--- src/rtl/inst_encoder.sv ---
// inst_encoder: field-bundle to RV32 instruction encoder feeding a 4-entry in-order FIFO.
// Optional illegal-bundle checking is enabled by defining ENC_ILLEGAL_CHECK_EN.
`ifndef REG_ADDR_WIDTH
`define REG_ADDR_WIDTH 5
`endif
`ifndef INST_WIDTH
`define INST_WIDTH 32
`endif

module inst_encoder (
    input  logic                       clk,
    input  logic                       reset,
    input  logic                       in_valid,
    output logic                       in_ready,
    input  logic [6:0]                 in_type,
    input  logic [`REG_ADDR_WIDTH-1:0] in_rd,
    input  logic [`REG_ADDR_WIDTH-1:0] in_rs1,
    input  logic [`REG_ADDR_WIDTH-1:0] in_rs2,
    input  logic [2:0]                 in_funct3,
    input  logic [6:0]                 in_funct7,
    input  logic [31:0]                in_imm,
    output logic                       out_valid,
    input  logic                       out_ready,
    output logic [`INST_WIDTH-1:0]     out_instr,
    output logic [2:0]                 fifo_count,
    output logic                       enc_err
);
    localparam logic [6:0] OP_R      = 7'b0110011;
    localparam logic [6:0] OP_I      = 7'b0010011;
    localparam logic [6:0] OP_LOAD   = 7'b0000011;
    localparam logic [6:0] OP_STORE  = 7'b0100011;
    localparam logic [6:0] OP_BRANCH = 7'b1100011;
    localparam logic [6:0] OP_LUI    = 7'b0110111;
    localparam logic [6:0] OP_JAL    = 7'b1101111;
    localparam logic [6:0] OP_JALR   = 7'b1100111;
    localparam logic [6:0] OP_AUIPC  = 7'b0010111;
    localparam logic [6:0] OP_SYSTEM = 7'b1110011;
    localparam logic [31:0] NOP      = 32'h0000_0013;

    logic [31:0] enc;
    logic [31:0] mem [4];
    logic [1:0]  wr_ptr, rd_ptr;
    logic        accept, push, pop, illegal;

    always_comb begin
        enc = NOP;
        case (in_type)
            OP_R:      enc = {in_funct7, in_rs2, in_rs1, in_funct3, in_rd, in_type};
            // shift-immediates carry funct7 in the upper immediate bits
            OP_I:      enc = {(in_funct3[1:0] == 2'b01) ? in_funct7 : in_imm[11:5], in_imm[4:0],
                              in_rs1, in_funct3, in_rd, in_type};
            OP_LOAD, OP_JALR, OP_SYSTEM:
                       enc = {in_imm[11:0], in_rs1, in_funct3, in_rd, in_type};
            OP_STORE:  enc = {in_imm[11:5], in_rs2, in_rs1, in_funct3, in_imm[4:0], in_type};
            OP_BRANCH: enc = {in_imm[12], in_imm[10:5], in_rs2, in_rs1, in_funct3,
                              in_imm[4:1], in_imm[11], in_type};
            OP_LUI, OP_AUIPC:
                       enc = {in_imm[31:12], in_rd, in_type};
            OP_JAL:    enc = {in_imm[20], in_imm[10:1], in_imm[11], in_imm[19:12], in_rd, in_type};
            default:   enc = NOP;
        endcase
    end

`ifdef ENC_ILLEGAL_CHECK_EN
    logic known;
    assign known   = in_type inside {OP_R, OP_I, OP_LOAD, OP_STORE, OP_BRANCH, OP_LUI,
                                     OP_JAL, OP_JALR, OP_AUIPC, OP_SYSTEM};
    assign illegal = !known || ((in_type == OP_BRANCH || in_type == OP_JAL) && in_imm[0]);

    always_ff @(posedge clk) begin
        if (reset)
            enc_err <= 1'b0;
        else
            enc_err <= accept && illegal;
    end
`else
    logic unused_imm0;
    assign unused_imm0 = in_imm[0];
    assign illegal     = 1'b0;
    assign enc_err     = 1'b0;
`endif

    assign in_ready  = !fifo_count[2];
    assign out_valid = fifo_count != 3'd0;
    assign out_instr = mem[rd_ptr];
    assign accept    = in_valid && in_ready;
    assign push      = accept && !illegal;
    assign pop       = out_valid && out_ready;

    always_ff @(posedge clk) begin
        if (reset) begin
            wr_ptr     <= 2'd0;
            rd_ptr     <= 2'd0;
            fifo_count <= 3'd0;
        end else begin
            if (push) begin
                mem[wr_ptr] <= enc;
                wr_ptr      <= wr_ptr + 2'd1;
            end
            if (pop)
                rd_ptr <= rd_ptr + 2'd1;
            fifo_count <= fifo_count + 3'(push) - 3'(pop);
        end
    end
endmodule

--- config.mk ---
export PLATFORM = sky130hd
export DESIGN_NAME = inst_encoder
export DESIGN_NICKNAME = d
export VERILOG_FILES = /design/src/rtl/inst_encoder.sv
export SDC_FILE = /design/constraint.sdc
export NUM_CORES = 1
export LEC_CHECK = 0
export ABC_AREA = 1
export CORE_AREA = 2 2 129 131
export CTS_CLUSTER_DIAMETER = 100
export DETAILED_ROUTE_END_ITERATION = 10
export DIE_AREA = 0 0 131 133
export HOLD_SLACK_MARGIN = 0.08
export SLEW_MARGIN = 20
export SYNTH_ARGS = -nofsm -noshare
export SYNTH_HDL_FRONTEND = slang
export SYNTH_SLANG_ARGS = --single-unit
--- constraint.sdc ---
create_clock -name clk -period 6.4 [get_ports clk]
set_input_delay 1.28 -clock clk [delete_from_list [all_inputs] [get_ports clk]]
set_output_delay 1.28 -clock clk [all_outputs]
set_load 0.01 [all_outputs]
==> impl_results.md, run 1 <==
* Status: completed
* Cts repair resizes at 0
* Fin worst setup slack at 2.540 ns
* Post-synthesis cell type count at 28
* Peak supply drop at 0.0001783 V
* Dpl cell area at 7551 um^2
* Crit. End Element: output port
* N_diodes at 0
* CTS sink cnt at 137
* Post-CTS Setup Inserts at 0
* Final Hold Vio Count at 0
* Fin cells at 965
* CP required at 5.12 ns
* Final instance area at 8089 um^2
* DRC viols at 0
* Pre-CTS setup slack at 2.745 ns
* Flop and latch count out of synthesis at 137
* Critical Setup Path Class: flop to output port
* Clock latency on the worst-skew pair at 0.41 ns
* CP Cell Sequence: clkinv_1 -> o21ai_0 -> o22ai_1 -> clkdlybuf4s50_1
* Final nets at 807
* Congestion Overflow GR at 0
* Starting density of the core at 38.78%
* Max-Cap Viols at 0
* Ys Warns at 0
* Commonest non-fill, non-tap cell in the layout: nand2_1
* Number of synthesized flops with an enable pin at 128
* Iteration-0 DRC Markers at 448
* Post-route ant nets at 0
* Largest area contributor in the netlist: edfxtp_1
* Final Slew Violations at 0
* RSZ-0062 raised after global routing: no
* Core Box Area at 16170 um^2
* Vias at 4945
* I/O pins at 106
* H-tree Lvls at 4
* Initial antenna violation count at 0
* Syn Area/Cell at 10.07 um^2
* CP max stage cell: clkinv_1
* Fillers at 1444
* Post-Route WL at 16180 um
* Final HPWL DP at 10270 um
* Die Ht at 133 um
* PortBufs at 104
* CP Max Fanout at 32
* Total GRT Usage at 19.32%
* Top cell type's share of synthesized area at 61.29%
* TritonRoute pass-1 iters at 8
* Most frequent cells in the layout: 134 x nand2_1, 128 x edfxtp_1, 104 x clkdlybuf4s50_1, 98 x nor2_1, 74 x o21ai_0
* CTS Buffer Depth at 2
* Synth top area cells: edfxtp_1 61%, nand2_1 8.0%, nor2_1 6.1%
* Die Wd at 131 um
* Clk_skew at 0.005948 ns
* Arr. time, crit path at 2.58 ns
* Final period utilization at 60.31%
* Slowest stage delay, CP at 0.80 ns
* Routability-driven placement congestion ratio at 0.8464
* Hold/Removal Path Class: flop to flop
* Final Setup Violations at 0
* Largest net degree at the start of global routing at 65
* Fmax at 0.2591 GHz
* Register area share after synthesis at 64.17%
* Finished Core Util at 50.02%
* Tmin final at 3.860 ns
* Setup TNS at 0 ns
* WL/cell at 16.77 um
* Row count at 47
* Total CTS buffers at 17
* Mapped cell area at 6271 um^2
* Share of layout cells above drive strength 1 at 7.114%
* Slew headroom at 30.45%
* Number of global-route vias before repair at 4838
* First-pass GRT wire length at 25000 um
* Hold_buf cts at 0
* Clock Tree Root: clkbuf_16
* PwrDens at 323.5 nW/um^2
* Placed Instances at 933
* Asr flop ratio synth at 0%
* Clock slew at reported path FFs at 0.06 ns
* Leak at 0.003036 uW
* Vias/cell at 5.124
* Worst-Margin Slew at 1.037 ns
* Most used flip-flop cell after synthesis: edfxtp_1
* Critical path startpoint category: flop
* CTS tree: done
* Area delta synth->final at 28.99%
* Die area at 17420 um^2
* Mapped Cells at 623
==> worst paths after layout <==
check	from	to	slack (ns)	cells past startpoint
worst max-delay path	flop	out_instr[11]	2.54	4
worst min-delay path	rd_ptr[1]$_SDFFE_PP0P_	flop	0.47	2
worst max register to register	fifo_count[1]$_SDFF_PP0_	fifo_count[2]$_SDFF_PP0_	4.55	11
worst min register to register	rd_ptr[1]$_SDFFE_PP0P_	flop	0.47	2
==> worst max-delay path, delay by kind of cell (launching register included) <==
| kind | cells | cell delay (ns) |
|---|---|---|
| AOI/OAI and AO/OA | 2 | 0.51 |
| buffers and inverters | 2 | 1.32 |
| DFF | 1 | 0.33 |
==> metal layers <==
layer  up-vias  GRT usage [%]  routed length (um)
li1       2385              -                   -
met1      2355          24.70                6798
met2       183          31.64                8063
met3        22          4.731                1075
met4         0          7.329                 242
met5         -              0                   0
==> cell usage after synthesis (3+ instances only) <==
| cell type | n |
|---|---|
| nand3_1 | 40 |
| nand2_1 | 134 |
| nor2_1 | 102 |
| clkbuf_1 | 18 |
| a21oi_1 | 6 |
| inv_1 | 31 |
| edfxtp_1 | 128 |
| inv_2 | 3 |
| o21ai_0 | 74 |
| dfxtp_1 | 9 |
| nand4_1 | 12 |
| buf_2 | 5 |
| ha_1 | 6 |
| a21boi_0 | 4 |
| o22ai_1 | 32 |
==> sequential cells by signal (all words and copies together) (netlist names), named ones only <==
signal      count
mem           128
fifo_count      3
rd_ptr          2
wr_ptr          2
==> area by class of cell <==
cell class	count	area (um^2)	share of cell area, %
inverters	35	131.4	1.624
repair buffers	111	1094	13.52
flip-flops and latches	137	4025	49.76
clock buffers	18	429.2	5.305
well taps	220	275.3	3.403
multi-input cells	430	2026	25.04
clock inverters	14	108.9	1.346
==> power by group <==
group,switching (uW),internal (uW),leakage [uW],total (uW)
sequential,21.3,1040,0.00123,1060
combinational,377,299,0.00154,676
clock,349,527,0.000264,875
==> per-stage QoR <==
| step | power, uW | hold slack [ns] |
|---|---|---|
| 2_1_floorplan | 1411 | 0.4356 |
| 3_3_place_gp | 1753 | 0.4517 |
| 3_5_place_dp | 1768 | 0.4587 |
| 4_1_cts | 2644 | 0.4685 |
| 5_1_grt | 2749 | 0.5130 |
| 6_report | 2616 | 0.4659 |
==> kinds of logic after synthesis <==
family / after synthesis / share of synthesized area (%)
AND/OR/NAND/NOR: 297 / 19.89
flip-flops: 137 / 64.17
AO/OA/AOI/OAI: 116 / 10.06
buffers and inverters: 63 / 4.110
adder cells (fa/ha/maj): 7 / 1.516
other: 2 / 0.1198
XOR/XNOR: 1 / 0.1397
No activity file was read; power rests on OpenSTA's default activity.
==> inputs of run 2 (changes only) <==
==> constraint.sdc (replaced) <==
create_clock -name clk -period 3.6 [get_ports clk]
set_input_delay 0.72 -clock clk [delete_from_list [all_inputs] [get_ports clk]]
set_output_delay 0.72 -clock clk [all_outputs]
set_load 0.01 [all_outputs]
==> run 2 against run 1 <==
Register-to-register slack got worse by 2.8 ns. Utilization rose by 0.94 points. First-iteration DRC count fell by 11%. Worst setup slack got worse by 2.1 ns. Sequential share of layout area fell by 0.91 points. Die area did not move. Clock skew fell by 0.0018 ns. Largest cell class unchanged. Flip-flop and latch count did not move.
==> impl_results.md, run 2 (synthesis results as in run 1) <==
* Die Ht at 133 um (unchanged)
* Clock power share at 37.4% (was 33.5%)
* Critical Setup Path Class: flop to output port (unchanged)
* Total GRT Usage at 18.97% (was 19.32%)
* PortBufs at 104 (unchanged)
* Vias/cell at 5.038 (was 5.124)
* N_diodes at 0 (unchanged)
* Leak at 0.003103 uW (was 0.003036 uW)
* Worst-Margin Slew at 0.6857 ns (was 1.037 ns)
* Fmax at 0.3214 GHz
* Worst reg2reg path endpoint: fifo_count[2]$_SDFF_PP0_ (unchanged)
* Congestion Overflow GR at 0 (unchanged)
* Status: completed (unchanged)
* PwrDens at 601.9 nW/um^2 (was 323.5 nW/um^2)
* Peak supply drop at 0.0004889 V (was 0.0001783 V)
* DRC viols at 0 (unchanged)
* CTS Buffer Depth at 2 (unchanged)
* Int Power at 3572 uW (was 1869 uW)
* Psw at 1388 uW (was 747.4 uW)
* Final HPWL DP at 10290 um (was 10270 um)
* Routability-driven placement congestion ratio at 0.8223 (was 0.8464)
* RSZ-0062 raised after global routing: no (unchanged)
* Top reg by flops: mem (unchanged)
* Number of global-route vias before repair at 4648 (was 4838)
* Final instance area at 8240 um^2 (was 8089 um^2)
* Slowest stage delay, CP at 0.61 ns (was 0.80 ns)
* Crit. End Element: output port (unchanged)
* Comb pwr share at 24.5% (was 25.9%)
* Clock Tree Root: clkbuf_16 (unchanged)
* Hold path depth at 2 (unchanged)
* Share of layout cells above drive strength 1 at 8.133% (was 7.114%)
* Post-CTS Setup Inserts at 0 (unchanged)
* Initial antenna violation count at 0 (unchanged)
* Reg2Reg Setup Slack at 1.72 ns (was 4.55 ns)
* Dpl cell area at 7601 um^2 (was 7551 um^2)
* Hold/Removal Path Class: flop to flop (unchanged)
* CTS tree: done (unchanged)
* Total power at 4960 uW (was 2616 uW)
* Post-Route WL at 16090 um (was 16180 um)
* Most frequent cells in the layout: 134 x nand2_1, 128 x edfxtp_1, 104 x clkdlybuf4s50_1, 98 x nor2_1, 74 x o21ai_0 (unchanged)
* Final Slew Violations at 0 (unchanged)
* Register share of total power at 38.2% (was 40.7%)
* CP required at 2.88 ns (was 5.12 ns)
* CP Cell Sequence: buf_4 -> o21ai_0 -> o22ai_1 -> clkdlybuf4s50_1 (was clkinv_1 -> o21ai_0 -> o22ai_1 -> clkdlybuf4s50_1)
* Max reg flops at 128 (unchanged)
* Final nets at 812 (was 807)
* Hold EP: rd_ptr[1]$_SDFFE_PP0P_
* CP Max Fanout at 64 (was 32)
* WL/cell at 16.58 um (was 16.77 um)
* Hold wc startpoint: rd_ptr[1]$_SDFFE_PP0P_ (unchanged)
* Fillers at 1459 (was 1444)
* Core Box Area at 16170 um^2 (unchanged)
* H-tree Lvls at 4 (unchanged)
* Clk_skew at 0.004185 ns (was 0.005948 ns)
* First-pass GRT wire length at 24420 um (was 25000 um)
* Cts repair resizes at 0 (unchanged)
* Biggest regs: mem x128, fifo_count x3 (unchanged)
* Clock slew at reported path FFs at 0.06 ns (about the same)
* Die Wd at 131 um (unchanged)
* Sw frac at 27.98% (was 28.57%)
* Largest net degree at the start of global routing at 65 (unchanged)
* Slew headroom at 54.24% (was 30.45%)
* Die area at 17420 um^2 (unchanged)
* Row count at 47 (unchanged)
* Vias at 4887 (was 4945)
* CP max stage cell: clkdlybuf4s50_1 (was clkinv_1)
* Final Hold Vio Count at 0 (unchanged)
* Commonest non-fill, non-tap cell in the layout: nand2_1 (unchanged)
* Final period utilization at 86.42%
* Total CTS buffers at 17 (unchanged)
* Starting density of the core at 38.78% (unchanged)
* I/O pins at 106 (unchanged)
* Final Setup Violations at 0 (unchanged)
* Hold_buf cts at 0 (unchanged)
* Clock latency on the worst-skew pair at 0.41 ns (about the same)
* R2R depth at 11 (unchanged)
* Setup TNS at 0 ns (unchanged)
* RR Startpoint: fifo_count[1]$_SDFF_PP0_ (unchanged)
* Iteration-0 DRC Markers at 398 (was 448)
* Tmin final at 3.111 ns
* TritonRoute pass-1 iters at 8 (unchanged)
* Arr. time, crit path at 2.39 ns (was 2.58 ns)
* Post-route ant nets at 0 (unchanged)
* Max-Cap Viols at 0 (unchanged)
* CTS sink cnt at 137 (unchanged)
* Area delta synth->final at 31.40% (was 28.99%)
* Critical path startpoint category: flop (unchanged)
run 2: final cells by class:
cell class	count	area [um^2]	share of cell area, %
clock inverter	15	214.0	2.596
multi-input combinational	430	2026	24.58
timing repair buffer	116	1144	13.88
tap	220	275.3	3.340
inverter	35	131.4	1.594
clock buffer	17	425.4	5.162
sequential	137	4025	48.85
run 2: how the worst max path moves through the flow:
stage / from / to / slack [ns] / depth (start not counted)
floorplan: reset / mem[0][0]$_DFFE_PP_ / 0.85 / 3
global placement: in_type[0] / mem[3][22]$_DFFE_PP_ / 0.81 / 8
detailed placement: in_type[0] / mem[3][26]$_DFFE_PP_ / 0.76 / 8
CTS: flop / out_instr[11] / 0.50 / 4
global route: flop / out_instr[11] / 0.35 / 4
finish: flop / out_instr[11] / 0.49 / 4
run 2: critical path, delay by kind of cell, from the launching register on:
| kind | cells | cell delay, ns |
|---|---|---|
| AO/OA/AOI/OAI | 2 | 0.47 |
| buffers and inverters | 2 | 1.15 |
| flip-flops | 1 | 0.33 |
run 2: metal layers:
layer / GRT usage (%) / vias to the layer above / share of wire, %
met5: 0 / - / 0
met4: 6.678 / 0 / 1.8
met3: 4.812 / 18 / 5.8
met2: 31.23 / 169 / 50
met1: 24.19 / 2306 / 43
li1: - / 2394 / -
run 2: stage by stage:
step / std cells / util, % / setup WS [ns] / hold WS (ns)
2_1_floorplan: 630 / - / 0.8536 / 0.4356
3_3_place_gp: 938 / 47.00 / 0.8074 / 0.4509
3_5_place_dp: 938 / 47.00 / 0.7586 / 0.4567
4_1_cts: 970 / 50.96 / 0.5042 / 0.4681
5_1_grt: 970 / 50.96 / 0.3469 / 0.5144
6_report: 970 / 50.96 / 0.4889 / 0.4657
run 2: power groups by stage:
stage	sequential, uW	combinational (uW)	clock [uW]
2_1_floorplan	1930	581	0
3_3_place_gp	1920	1200	0
3_5_place_dp	1930	1220	0
4_1_cts	1890	1230	1880
5_1_grt	1900	1330	1950
6_report	1890	1210	1850
